File: src/rtl/clock_pkg.sv
// Shared definitions for the BCD clock counters: digit width and the
// elaboration-time helpers used to build and validate packed BCD values.
package clock_pkg;

    localparam int BCD_W      = 4;
    localparam int MAX_DIGITS = 4;
    localparam int MAX_W      = MAX_DIGITS * BCD_W;

    // Convert a non-negative integer into packed BCD, digit 0 in the low nibble.
    function automatic logic [MAX_W-1:0] to_bcd(input int value);
        logic [MAX_W-1:0] res;
        int               rem;
        res = '0;
        rem = value;
        for (int i = 0; i < MAX_DIGITS; i++) begin
            res[i*BCD_W +: BCD_W] = BCD_W'(rem % 10);
            rem = rem / 10;
        end
        return res;
    endfunction

    // True when every nibble of the (zero-extended) vector is a decimal digit.
    function automatic logic is_bcd(input logic [MAX_W-1:0] vec);
        logic ok;
        ok = 1'b1;
        for (int i = 0; i < MAX_DIGITS; i++) begin
            ok = ok & (vec[i*BCD_W +: BCD_W] <= 4'd9);
        end
        return ok;
    endfunction

endpackage

File: src/rtl/bcd_digit.sv
// One BCD digit register. It either takes a forced value (set) or steps by
// one when its carry/borrow-in is high, wrapping 9->0 going up and 0->9
// going down; wrap_o tells the next digit to step as well.
module bcd_digit
    import clock_pkg::*;
(
    input  logic             clk,
    input  logic             reset,
    input  logic             set_i,
    input  logic [BCD_W-1:0] set_val_i,
    input  logic             step_i,
    input  logic             up_i,
    output logic [BCD_W-1:0] digit_o,
    output logic             wrap_o
);

    logic [BCD_W-1:0] digit_q;
    logic [BCD_W-1:0] digit_d;
    logic             at_edge_s;

    // Digit sits at the value where a step in the current direction wraps.
    always_comb begin
        at_edge_s = up_i ? (digit_q == 4'd9) : (digit_q == 4'd0);
    end

    // Next digit value: forced value wins, otherwise one BCD step or hold.
    always_comb begin
        digit_d = digit_q;
        if (set_i) begin
            digit_d = set_val_i;
        end else if (step_i) begin
            if (at_edge_s) begin
                digit_d = up_i ? 4'd0 : 4'd9;
            end else begin
                digit_d = up_i ? (digit_q + 4'd1) : (digit_q - 4'd1);
            end
        end else begin
            digit_d = digit_q;
        end
    end

    // Digit storage with asynchronous reset to zero.
    always_ff @(posedge clk or posedge reset) begin
        if (reset) begin
            digit_q <= 4'd0;
        end else begin
            digit_q <= digit_d;
        end
    end

    assign digit_o = digit_q;
    assign wrap_o  = step_i & at_edge_s;

endmodule

File: src/rtl/bcd_counter_mod.sv
// Parametrised BCD modulo-N up/down counter with clear, validated load and
// single-cycle carry/borrow/load-error pulses. The per-digit stepping lives
// in bcd_digit; terminal-count detection and forced wraps are decided here.
module bcd_counter_mod
    import clock_pkg::*;
#(
    parameter int DIGITS  = 2,
    parameter int MODULUS = 60
) (
    input  logic                  clk,
    input  logic                  reset,
    input  logic                  en,
    input  logic                  dir,
    input  logic                  clear,
    input  logic                  load,
    input  logic [4*DIGITS-1:0]   load_val,
    output logic [4*DIGITS-1:0]   dout,
    output logic                  cout,
    output logic                  bout,
    output logic                  load_err
);

    localparam int DW = BCD_W * DIGITS;

    if (DIGITS < 1 || DIGITS > MAX_DIGITS) begin : g_bad_digits
        $error("bcd_counter_mod: DIGITS must be in 1..4");
    end
    if (MODULUS < 2 || MODULUS > 10**DIGITS) begin : g_bad_modulus
        $error("bcd_counter_mod: MODULUS must be in 2..10**DIGITS");
    end

    // Highest legal count (MODULUS-1) as packed BCD.
    localparam logic [MAX_W-1:0] TERM_FULL = to_bcd(MODULUS - 1);
    localparam logic [DW-1:0]    TERM      = TERM_FULL[DW-1:0];

    logic [DW-1:0]   dout_s;
    logic            set_s;
    logic [DW-1:0]   set_val_s;
    logic            step_s;
    logic            legal_s;
    logic            load_ok_s;
    logic [DIGITS:0] chain_s;
    logic            unused_top_wrap_s;
    logic            cout_q, cout_d;
    logic            bout_q, bout_d;
    logic            load_err_q, load_err_d;

    // Packed BCD order matches numeric order, so "< MODULUS" is "<= TERM".
    always_comb begin
        legal_s   = is_bcd(MAX_W'(dout_s)) && (dout_s <= TERM);
        load_ok_s = is_bcd(MAX_W'(load_val)) && (load_val <= TERM);
    end

    // Decide this edge's action with priority clear > load > en.
    always_comb begin
        set_s      = 1'b0;
        set_val_s  = '0;
        step_s     = 1'b0;
        cout_d     = 1'b0;
        bout_d     = 1'b0;
        load_err_d = 1'b0;
        if (clear) begin
            set_s = 1'b1;
        end else if (load) begin
            if (load_ok_s) begin
                set_s     = 1'b1;
                set_val_s = load_val;
            end else begin
                load_err_d = 1'b1;
            end
        end else if (en) begin
            if (!legal_s) begin
                // Corrupt state recovers to zero silently.
                set_s = 1'b1;
            end else if (dir && (dout_s == TERM)) begin
                set_s  = 1'b1;
                cout_d = 1'b1;
            end else if (!dir && (dout_s == '0)) begin
                set_s     = 1'b1;
                set_val_s = TERM;
                bout_d    = 1'b1;
            end else begin
                step_s = 1'b1;
            end
        end else begin
            step_s = 1'b0;
        end
    end

    assign chain_s[0] = step_s;

    for (genvar g = 0; g < DIGITS; g++) begin : g_digit
        bcd_digit u_digit (
            .clk       (clk),
            .reset     (reset),
            .set_i     (set_s),
            .set_val_i (set_val_s[g*BCD_W +: BCD_W]),
            .step_i    (chain_s[g]),
            .up_i      (dir),
            .digit_o   (dout_s[g*BCD_W +: BCD_W]),
            .wrap_o    (chain_s[g+1])
        );
    end

    // The top digit never wraps while the count is legal and below MODULUS.
    assign unused_top_wrap_s = chain_s[DIGITS];

    // Single-cycle status pulses, registered so outputs have no input path.
    always_ff @(posedge clk or posedge reset) begin
        if (reset) begin
            cout_q     <= 1'b0;
            bout_q     <= 1'b0;
            load_err_q <= 1'b0;
        end else begin
            cout_q     <= cout_d;
            bout_q     <= bout_d;
            load_err_q <= load_err_d;
        end
    end

    assign dout     = dout_s;
    assign cout     = cout_q;
    assign bout     = bout_q;
    assign load_err = load_err_q;

endmodule

File: config.mk
export PLATFORM = sky130hd
export DESIGN_NAME = bcd_counter_mod
export DESIGN_NICKNAME = d
export VERILOG_FILES = /design/src/rtl/clock_pkg.sv /design/src/rtl/bcd_digit.sv /design/src/rtl/bcd_counter_mod.sv
export SDC_FILE = /design/constraint.sdc
export NUM_CORES = 1
export LEC_CHECK = 0
export BUFFER_PORTS_ARGS = -buffer_cell sky130_fd_sc_hd__buf_2
export CORE_UTILIZATION = 59
export CTS_BUF_LIST = sky130_fd_sc_hd__clkbuf_2
export CTS_CLUSTER_SIZE = 24
export DETAILED_ROUTE_END_ITERATION = 16
export GPL_ROUTABILITY_DRIVEN = 0
export PLACE_DENSITY = 0.89
export SLEW_MARGIN = 15
export SYNTH_ARGS = -nofsm -noshare
export SYNTH_HDL_FRONTEND = slang
export SYNTH_SLANG_ARGS = --single-unit
export TNS_END_PERCENT = 20
File: constraint.sdc
create_clock -name clk -period 3.6 [get_ports clk]
set_input_delay 0.18 -clock clk [delete_from_list [all_inputs] [get_ports clk]]
set_output_delay 0.18 -clock clk [all_outputs]
set_load 0.05 [all_outputs]
# Yosys cells after proc, flatten, opt, wreduce, memory -nomap -nowiden
# Cells that the tools add are included.
classes:
  n_mux: 44
  div: 0
  n_reduce_logical: 10
  n_addsub: 4
  n_shift: 0
  n_eq_ne: 3
  n_mul: 0
  bitwise_logic: 3
  order_cmp: 6
op_table:
  columns: ["cell", "count"]
  rows:
  - ["$mux W4", 9]
  - ["$mux W1", 28]
  - ["$mux W7", 4]
  - ["$mux W8", 3]
  - ["$le A4 B4 Y1 const B", 4]
  - ["$le A8 B7 Y1 const B", 2]
  - ["$add A4 B1 Y4 const B", 2]
  - ["$eq A4 B4 Y1 const B", 2]
  - ["$eq A8 B7 Y1 const B", 1]
  - ["$logic_not A4 Y1", 2]
  - ["$logic_not A8 Y1", 1]
  - ["$sub A4 B1 Y4 const B", 2]
  - ["$logic_and A1 B1 Y1", 4]
  - ["$reduce_bool A2 Y1", 2]
  - ["$and A1 B1 Y1", 3]
  - ["$logic_not A1 Y1", 1]
totals:
  output_inout_bits: 11
  ram_bits: 0
  in_bits: 14
  mem_bits_ro: 0
  latch_bits: 0
  reg_bits: 11
  memories: 0
  word_cells: 75

# Longest topological paths before layout
# Gate-level depths: netlist of run 1.
logic_depth:
  word_depth: 11
  depth_mapped: 8
  depth_no_buf: 7

# Cells and area by module
# A second synthesis of run 1 with hierarchy kept.
unflattened:
  cells_unflattened: 121
  hier_area_um2: 1014.7
modules_own_cells:
  columns: ["mod", "instances", "area_per_inst_um2", "cells_each", "seq_area_each_um2"]
  rows:
  - ["bcd_digit", 2, 335.3, 39, 100.1]
  - ["bcd_counter_mod", 1, 344.1, 43, 75.1]

# Worst setup path before layout of run 1
# OpenSTA, ideal clock, no wires.
synth_timing:
  kind: "register -> register"
  from: "reg g_digit[0].u_digit.digit_q[2]"
  to: "reg g_digit[0].u_digit.digit_q[3]"
  setup_ns: 0.082
  n_path_buf: 0
  required_ns: 3.518
  synth_period_minus_slack_ns: 2.011
  path_stages_with_launch: 7
  path_slack_ns: 1.589
  t_arrival_ns: 1.929
  path_cell_list: "dfrtp_1 ha_1 a21oi_4 nand2_1 o311a_1 a31o_1 a31oi_1"
synth_between:
  elab_chain_len: 9
  word_cells_on_any_way: 36
  classes_between: "add/sub (2); order compare (2); eq/ne (2); mux (23); bitwise (1); reduce/logical (6)"
synth_lines:
  columns: ["item", "line", "rtl"]
  rows:
  - ["start, declared", "bcd_digit.sv:17", "logic [BCD_W-1:0] digit_q;"]
  - ["start signal, assigned", "bcd_digit.sv:47", "digit_q <= digit_d;"]
  - ["branches (longest 9 deep; another with $le A8 B7 Y1)", null, null]
# Parallel ways; which one is timed is not known. The select of a mux whose other input is x is not followed.
# A chain may end at the register's enable or synchronous reset.

# Worst setup path after layout of run 1
# Ends and elaborated chain as after synthesis.

==> qor.csv, run 1 <==
stage;metric;value;unit
synthesis;ys async rst share;100;%
power_and_ir_drop;Peak supply drop;424;µV
timing;final setup fails;0;
floorplanning;starting density of the core;64.2;%
synthesis;Yosys top cell area share;27.8;%
floorplanning;Die Span Y;43.0;µm
floorplanning;core box area;0.00154;mm²
clock_network;Worst-path clk slew;0.12;ns
timing;Fin. Hold Viols;0;
power_and_ir_drop;Total Power;0.722;mW
floorplanning;Ports;25;
timing;worst slew margin relative to its limit;71.6;%
floorplanning;row cnt;14;
clock_network;total CTS buffers;3;
synthesis;Post-Synth Simple-Gate Area;26.9;%
grt;pin count of the biggest net entering global routing;16;
worst_hold_path;Hold Crit Class;primary input to flop;
timing;Highest Clock Rate;530;MHz
run;max-cap viol count;0;
worst_hold_path;WHS Path Cells;2;
detailed_routing;Final ANT Viol Nets;0;
synthesis;prevailing post-synth register cell;dfrtp_1;
clock_network;PostCTS Resize Cnt;0;
clock_network;CTS root buf;clkbuf_2;
timing;unrepaired setup endpoints after global routing;no;
floorplanning;Die Area;0.00185;mm²
final_layout;layout cells sized above 1;33.6;%
final_layout;Multi-input gate area;662;µm²
grt;Tot GR Track Use;29.6;%
timing;Setup TNS;0;ns
final_layout;Core Util, Final;73.8;%
grt;first-pass GRT wire length;3940;µm
placement;placed cells;145;
detailed_routing;DR pass1 iterations;4;
final_layout;commonest non-fill, non-tap cells in the layout;buf_2, nor2_1, dfrtp_1, a21oi_1, inv_1;
detailed_routing;Wirelength per Cell;16.5;µm
clock_network;Clk Latency, worst-skew pair;0.29;ns
synthesis;synthesis warning total;0;
timing;Tightest Pin Transition;0.426;ns
final_layout;antenna cells;0;
timing;Tmin final;1.89;ns
synthesis;mux cell area share after synthesis;0;%
detailed_routing;Vias;949;
detailed_routing;DRC Markers;0;
placement;hpwl dp;1910;µm
clock_network;hold-fix buffer count after cts;1;
critical_path;CP arrival;2.11;ns
timing;Slew Limit Fails;0;
final_layout;Reg area;275;µm²
synthesis;Adder-Cell Fraction of Synth Area;9.10;%
power_and_ir_drop;Leak;0.525;nW
synthesis;synthesis-stage register bit count;11;
final_layout;fill cell count;117;
synthesis;Synth area leaders;dfrtp_1, ha_1, o21a_1;
power_and_ir_drop;pwr dens;635;mW/mm²
outcome;status;finished clean;
detailed_routing;Post-Route WL;2480;µm
grt;grt ovf;0;
critical_path;Required @ worst endpoint;3.82;ns
critical_path;R2R cell count;6;
synthesis;Post-Syn Area;990;µm²
clock_network;H-tree Lvls;1;
synthesis;Mapped Nets;127;
timing;clock skew;0.00437;ns
critical_path;CP Launch Type;flop;
synthesis;main combinational cell family by area after synthesis;compound AO/OA/AOI/OAI gates;
synthesis;most area-hungry cell type in the Yosys netlist;dfrtp_1;
clock_network;clock sinks;11;
detailed_routing;via density per instance;6.33;
final_layout;Net count, final;155;
final_layout;final cell count without fillers;150;
critical_path;Worst Setup End Kind;flop;
placement;IO Port Bufs;24;
grt;initial antenna violation count;0;
synthesis;Post-synth EDFFs;0;
critical_path;critical path type;flop to flop;
synthesis;Compound-Gate Fraction of Synth Area;29.1;%
clock_network;Clock Tree Buf Depth;2;
synthesis;Post-Synth XOR/XNOR Area;1.77;%
critical_path;Crit Path Max Fanout;5;
synthesis;Yosys cell types;44;
final_layout;area grow syn2layout;14.9;%
clock_network;post-CTS setup buffer count;0;
floorplanning;die width;43.0;µm
synthesis;Syn Inst Count;107;
final_layout;most common cell after layout, fill and taps aside;buf_2;
clock_network;CTS tree;yes;
detailed_routing;drt initial violations;36;
synthesis;Seq/Total Area, Yosys;27.8;%
timing;Tcrit/Tclk final;52.4;%
synthesis;mean post-synth cell area;9.25;µm²
grt;vias in the first global route;861;
worst paths after layout:
| kind | from | endpoint | slack [ns] |
|---|---|---|---|
| worst min-delay path | clear | load_err | 0.15 |
| worst min register to register | g_digit[0].u_digit.digit_o[2] | g_digit[0].u_digit.digit_o[2] | 0.65 |
| min in group asynchronous | reset | cout | 0.41 |
| max in group asynchronous | reset | g_digit[0].u_digit.digit_o[1] | 2.89 |
| worst max register to register | g_digit[0].u_digit.digit_o[2] | g_digit[0].u_digit.digit_o[3] | 1.71 |
| worst max-delay path | g_digit[0].u_digit.digit_o[2] | g_digit[0].u_digit.digit_o[3] | 1.71 |
kinds of logic after synthesis:
kind of cell | count (synthesis)
simple gates | 40
compound gates | 38
flops | 11
buf+inv | 10
fa+ha+maj | 6
xor+xnor | 2
per-stage QoR:
stage	worst slack, ns	cell area [µm²]	hold slack, ns
after global placement	1.64	1110	0.181
after floorplan	1.59	990	0.0324
after detailed placement	1.54	1110	0.195
after CTS	1.73	1140	0.147
after global routing	1.66	1140	0.165
final	1.71	1140	0.148
power breakdown:
part / leakage [nW] / switching [mW] / internal (mW)
registers: 0.141 / 0.0745 / 0.152
clock network: 0.0166 / 0.0488 / 0.0294
logic: 0.367 / 0.268 / 0.150
total: 0.525 / 0.391 / 0.331
cells in the mapped netlist, types with 2 or more instances:
library cell,n
nor2_2,2
o21ai_4,2
buf_6,2
nand4_1,4
nand3_1,5
a31oi_1,2
nand2_1,2
ha_1,4
dfrtp_1,11
nor2_1,11
o21ai_0,5
a21oi_1,7
or3_1,2
inv_1,7
nand2b_1,2
o22a_1,2
xor2_1,2
nor3_2,2
o22ai_1,2
fa_1,2
o21a_1,6
sequential cells by signal, summed over array words and instances, names as in the netlist:
name / count
g_digit.u_digit.digit_o: 8
bout: 1
cout: 1
load_err: 1
layer usage:
metal | part of all wire [%] | routed length (µm) | global-route usage, % | up-vias
li1 | - | - | - | 454
met1 | 40 | 991 | 36.0 | 450
met2 | 52 | 1290 | 50.6 | 36
met3 | 5.4 | 133 | 3.40 | 9
met4 | 2.6 | 65 | 15.8 | 0
met5 | 0 | 0 | 0 | -
worst max-delay path: stages, from the launching register on:
cell and delay (ns):
dfrtp_1 0.47, ha_1 0.38, a21oi_4 0.20, nand2_1 0.07, o311a_1 0.33, a31o_1 0.22, a31oi_1 0.15
layout make-up:
| type | count | share of cell area, % |
|---|---|---|
| Timing Repair Buffer | 25 | 11.4 |
| Multi-Input combinational cell | 86 | 58.2 |
| Inverter | 8 | 2.64 |
| Sequential cell | 11 | 24.2 |
| Clock buffer | 4 | 1.76 |
| Tap cell | 16 | 1.76 |
No activity file was read; power rests on OpenSTA's default activity.
==> run 2, diff against run 1 <==
--- a/config.mk
+++ b/config.mk
@@ -6,12 +6,12 @@
 export NUM_CORES = 1
 export LEC_CHECK = 0
 export BUFFER_PORTS_ARGS = -buffer_cell sky130_fd_sc_hd__buf_2
-export CORE_UTILIZATION = 59
+export CORE_UTILIZATION = 54
 export CTS_BUF_LIST = sky130_fd_sc_hd__clkbuf_2
 export CTS_CLUSTER_SIZE = 24
 export DETAILED_ROUTE_END_ITERATION = 16
 export GPL_ROUTABILITY_DRIVEN = 0
-export PLACE_DENSITY = 0.89
+export PLACE_DENSITY = 0.83
 export SLEW_MARGIN = 15
 export SYNTH_ARGS = -nofsm -noshare
 export SYNTH_HDL_FRONTEND = slang
==> constraint.sdc (replaced) <==
create_clock -name clk -period 1.8 [get_ports clk]
set_input_delay 0.09 -clock clk [delete_from_list [all_inputs] [get_ports clk]]
set_output_delay 0.09 -clock clk [all_outputs]
set_load 0.05 [all_outputs]
==> run 2 against run 1 <==
Die area up 8.8%. Cell area is 4.5% higher. Worst hold slack worse by 0.071 ns. Sequential share of layout area fell by 0.83 points. Non-clock buffer count increased by 2. Global-route usage up 0.18 points. Register-to-register slack got worse by 1.6 ns. Combinational power is 110% higher. Critical path depth shrank 1. Largest cell class unchanged.
==> qor.csv, run 2 (synthesis results as in run 1) <==
stage;metric;value;unit;change
floorplanning;die width;44.8;µm;+4.3%
critical_path;FF-to-FF setup slack;0.07;ns;-1.65 ns
timing;Slew Limit Fails;0;;unchanged
critical_path;Worst Setup End Kind;flop;;
placement;placed cells;156;;+7.6%
worst_hold_path;WHS Path Cells;2;;unchanged
final_layout;commonest non-fill, non-tap cells in the layout;buf_2, nor2_1, dfrtp_1, a21oi_1, inv_1;;
detailed_routing;DRC Markers;0;;unchanged
clock_network;clock sinks;11;;unchanged
timing;final setup fails;0;;unchanged
final_layout;fill cell count;159;;+36%
placement;IO Port Bufs;24;;unchanged
placement;Placement Setup Slack;0.131;ns;-1.41 ns
clock_network;H-tree Lvls;1;;unchanged
grt;initial antenna violation count;0;;unchanged
run;max-cap viol count;0;;unchanged
final_layout;Net count, final;157;;+1.3%
timing;clock skew;0.0195;ns;+0.0151 ns
critical_path;CP arrival;1.91;ns;-0.20 ns
clock_network;Clock Tree Buf Depth;2;;unchanged
grt;pin count of the biggest net entering global routing;15;;-1
critical_path;worst flop-to-flop path startpoint;g_digit[0].u_digit.digit_o[3];;
final_layout;most common cell after layout, fill and taps aside;buf_2;;
clock_network;total CTS buffers;3;;unchanged
power_and_ir_drop;pwr dens;1270;mW/mm²;+99%
critical_path;Required @ worst endpoint;1.98;ns;-1.84 ns
final_layout;max reg flops;8;;unchanged
clock_network;CTS tree;yes;;
timing;Tightest Pin Transition;0.468;ns;+0.0424 ns
detailed_routing;Wirelength per Cell;16.2;µm;-2.0%
power_and_ir_drop;Total Power;1.50;mW;+110%
critical_path;CP Launch Type;flop;;
floorplanning;Die Span Y;44.8;µm;+4.3%
timing;Tmin final;1.73;ns;-0.154 ns
final_layout;Core Util, Final;68.8;%;-4.9 points
floorplanning;core box area;0.00173;mm²;+12%
power_and_ir_drop;clock share of power;10.7;%;about the same
outcome;status;finished clean;;
timing;Highest Clock Rate;577;MHz;+8.9%
timing;Setup TNS;0;ns;unchanged
critical_path;max incr delay on CP;0.56;ns;+0.09 ns
grt;vias in the first global route;942;;+9.4%
timing;slack of the critical path;0.0676;ns;-1.65 ns
floorplanning;starting density of the core;57.3;%;-6.9 points
worst_hold_path;hold path endpoint;load_err;;
detailed_routing;Vias;1002;;+5.6%
timing;Fin. Hold Viols;0;;unchanged
power_and_ir_drop;sequential share of power;30.6;%;-0.7 points
grt;Tot GR Track Use;29.8;%;+0.18 points
power_and_ir_drop;Peak supply drop;765;µV;+80%
placement;hpwl dp;1990;µm;+4.2%
critical_path;R2R cell count;5;;-1
critical_path;Crit Path Max Fanout;12;;+7
timing;worst slew margin relative to its limit;68.8;%;-2.8 points
critical_path;critical path type;flop to flop;;
final_layout;post-route cell area;0.00119;mm²;+4.5%
grt;first-pass GRT wire length;4240;µm;+7.5%
clock_network;CTS root buf;clkbuf_2;;
timing;unrepaired setup endpoints after global routing;yes;;
floorplanning;Die Area;0.00201;mm²;+8.8%
worst_hold_path;Hold Crit Class;primary input to flop;;
power_and_ir_drop;P_int;0.694;mW;+110%
final_layout;final cell count without fillers;161;;+7.3%
timing;Hold Slack;0.0772;ns;-0.0709 ns
final_layout;layout cells sized above 1;37.5;%;+3.9 points
detailed_routing;via density per instance;6.22;;-1.6%
timing;Tcrit/Tclk final;96.2;%;+44 points
detailed_routing;Final ANT Viol Nets;0;;unchanged
worst_hold_path;min-delay src;clear;;
power_and_ir_drop;Net Sw Frac;53.9;%;-0.30 points
final_layout;antenna cells;0;;unchanged
clock_network;Worst-path clk slew;0.14;ns;+0.02 ns
critical_path;CP max-delay cell;dfrtp_1;;
detailed_routing;DR pass1 iterations;4;;unchanged
grt;grt ovf;0;;unchanged
power_and_ir_drop;Leak;0.534;nW;+1.7%
floorplanning;row cnt;15;;+1
critical_path;crit-path cells;and4_4 > o21ai_4 > nand4_4 > or3_1 > o211a_1;;
placement;post-placement cell area;0.00115;mm²;+3.7%
floorplanning;Ports;25;;unchanged
power_and_ir_drop;Net Switching;0.810;mW;+110%
final_layout;area grow syn2layout;20.1;%;
detailed_routing;drt initial violations;41;;+14%
detailed_routing;Post-Route WL;2610;µm;+5.2%
clock_network;Clk Latency, worst-skew pair;0.29;ns;about the same
critical_path;R2R Path End;g_digit[0].u_digit.digit_o[0];;
power_and_ir_drop;Comb pwr share;58.7;%;+0.8 points
-- run 2: layout make-up --
type | count | area (µm²) | area share [%]
Inverter | 8 | 30.0 | 2.53
Sequential cell | 11 | 278 | 23.4
Clock buffer | 4 | 20.0 | 1.68
Timing Repair Buffer | 27 | 145 | 12.2
Multi-Input combinational cell | 86 | 684 | 57.6
Tap cell | 25 | 31.3 | 2.63
-- run 2: worst max-delay path by stage --
| stage | from | end | slack (ns) | depth (start not counted) |
|---|---|---|---|---|
| finish | g_digit[0].u_digit.digit_o[3] | g_digit[0].u_digit.digit_o[0] | 0.07 | 5 |
| global route | g_digit[0].u_digit.digit_o[2] | g_digit[0].u_digit.digit_o[3] | -0.01 | 6 |
| CTS | g_digit[0].u_digit.digit_o[3] | g_digit[0].u_digit.digit_o[0] | 0.1 | 5 |
| detailed placement | g_digit[0].u_digit.digit_o[2] | g_digit[0].u_digit.digit_o[3] | 0.13 | 6 |
| global placement | g_digit[1].u_digit.digit_o[0] | g_digit[1].u_digit.digit_o[2] | 0.16 | 5 |
| floorplan | g_digit[1].u_digit.digit_o[1] | g_digit[1].u_digit.digit_o[3] | -0.03 | 6 |
-- run 2: metal layers --
metal / vias to the layer above / share of wire [%] / GRT usage (%)
li1: 457 / - / -
met1: 491 / 43 / 36.8
met2: 45 / 51 / 49.7
met3: 9 / 4.3 / 4.00
met4: 0 / 2.5 / 17.0
met5: - / 0 / 0
-- run 2: what timing repair did --
item | CTS | global route
setup endpoints to repair | 0 | 3
hold buffers | 1 | 0
hold endpoints to repair | 11 | 0
resized for setup | 0 | 2
setup buffers | 0 | 0
-- run 2: critical path: cells and delay by family, from the launching register on --
family,cells,cell delay [ns]
flops,1,0.56
simple gates,3,0.78
compound gates,2,0.27
-- run 2: power groups by stage --
stage	logic, mW	clock network, mW	registers (mW)
finish	0.882	0.161	0.460
global route	0.955	0.171	0.474
CTS	0.871	0.160	0.452
detailed placement	0.866	0	0.457
global placement	0.840	0	0.446
floorplan	0.484	0	0.628
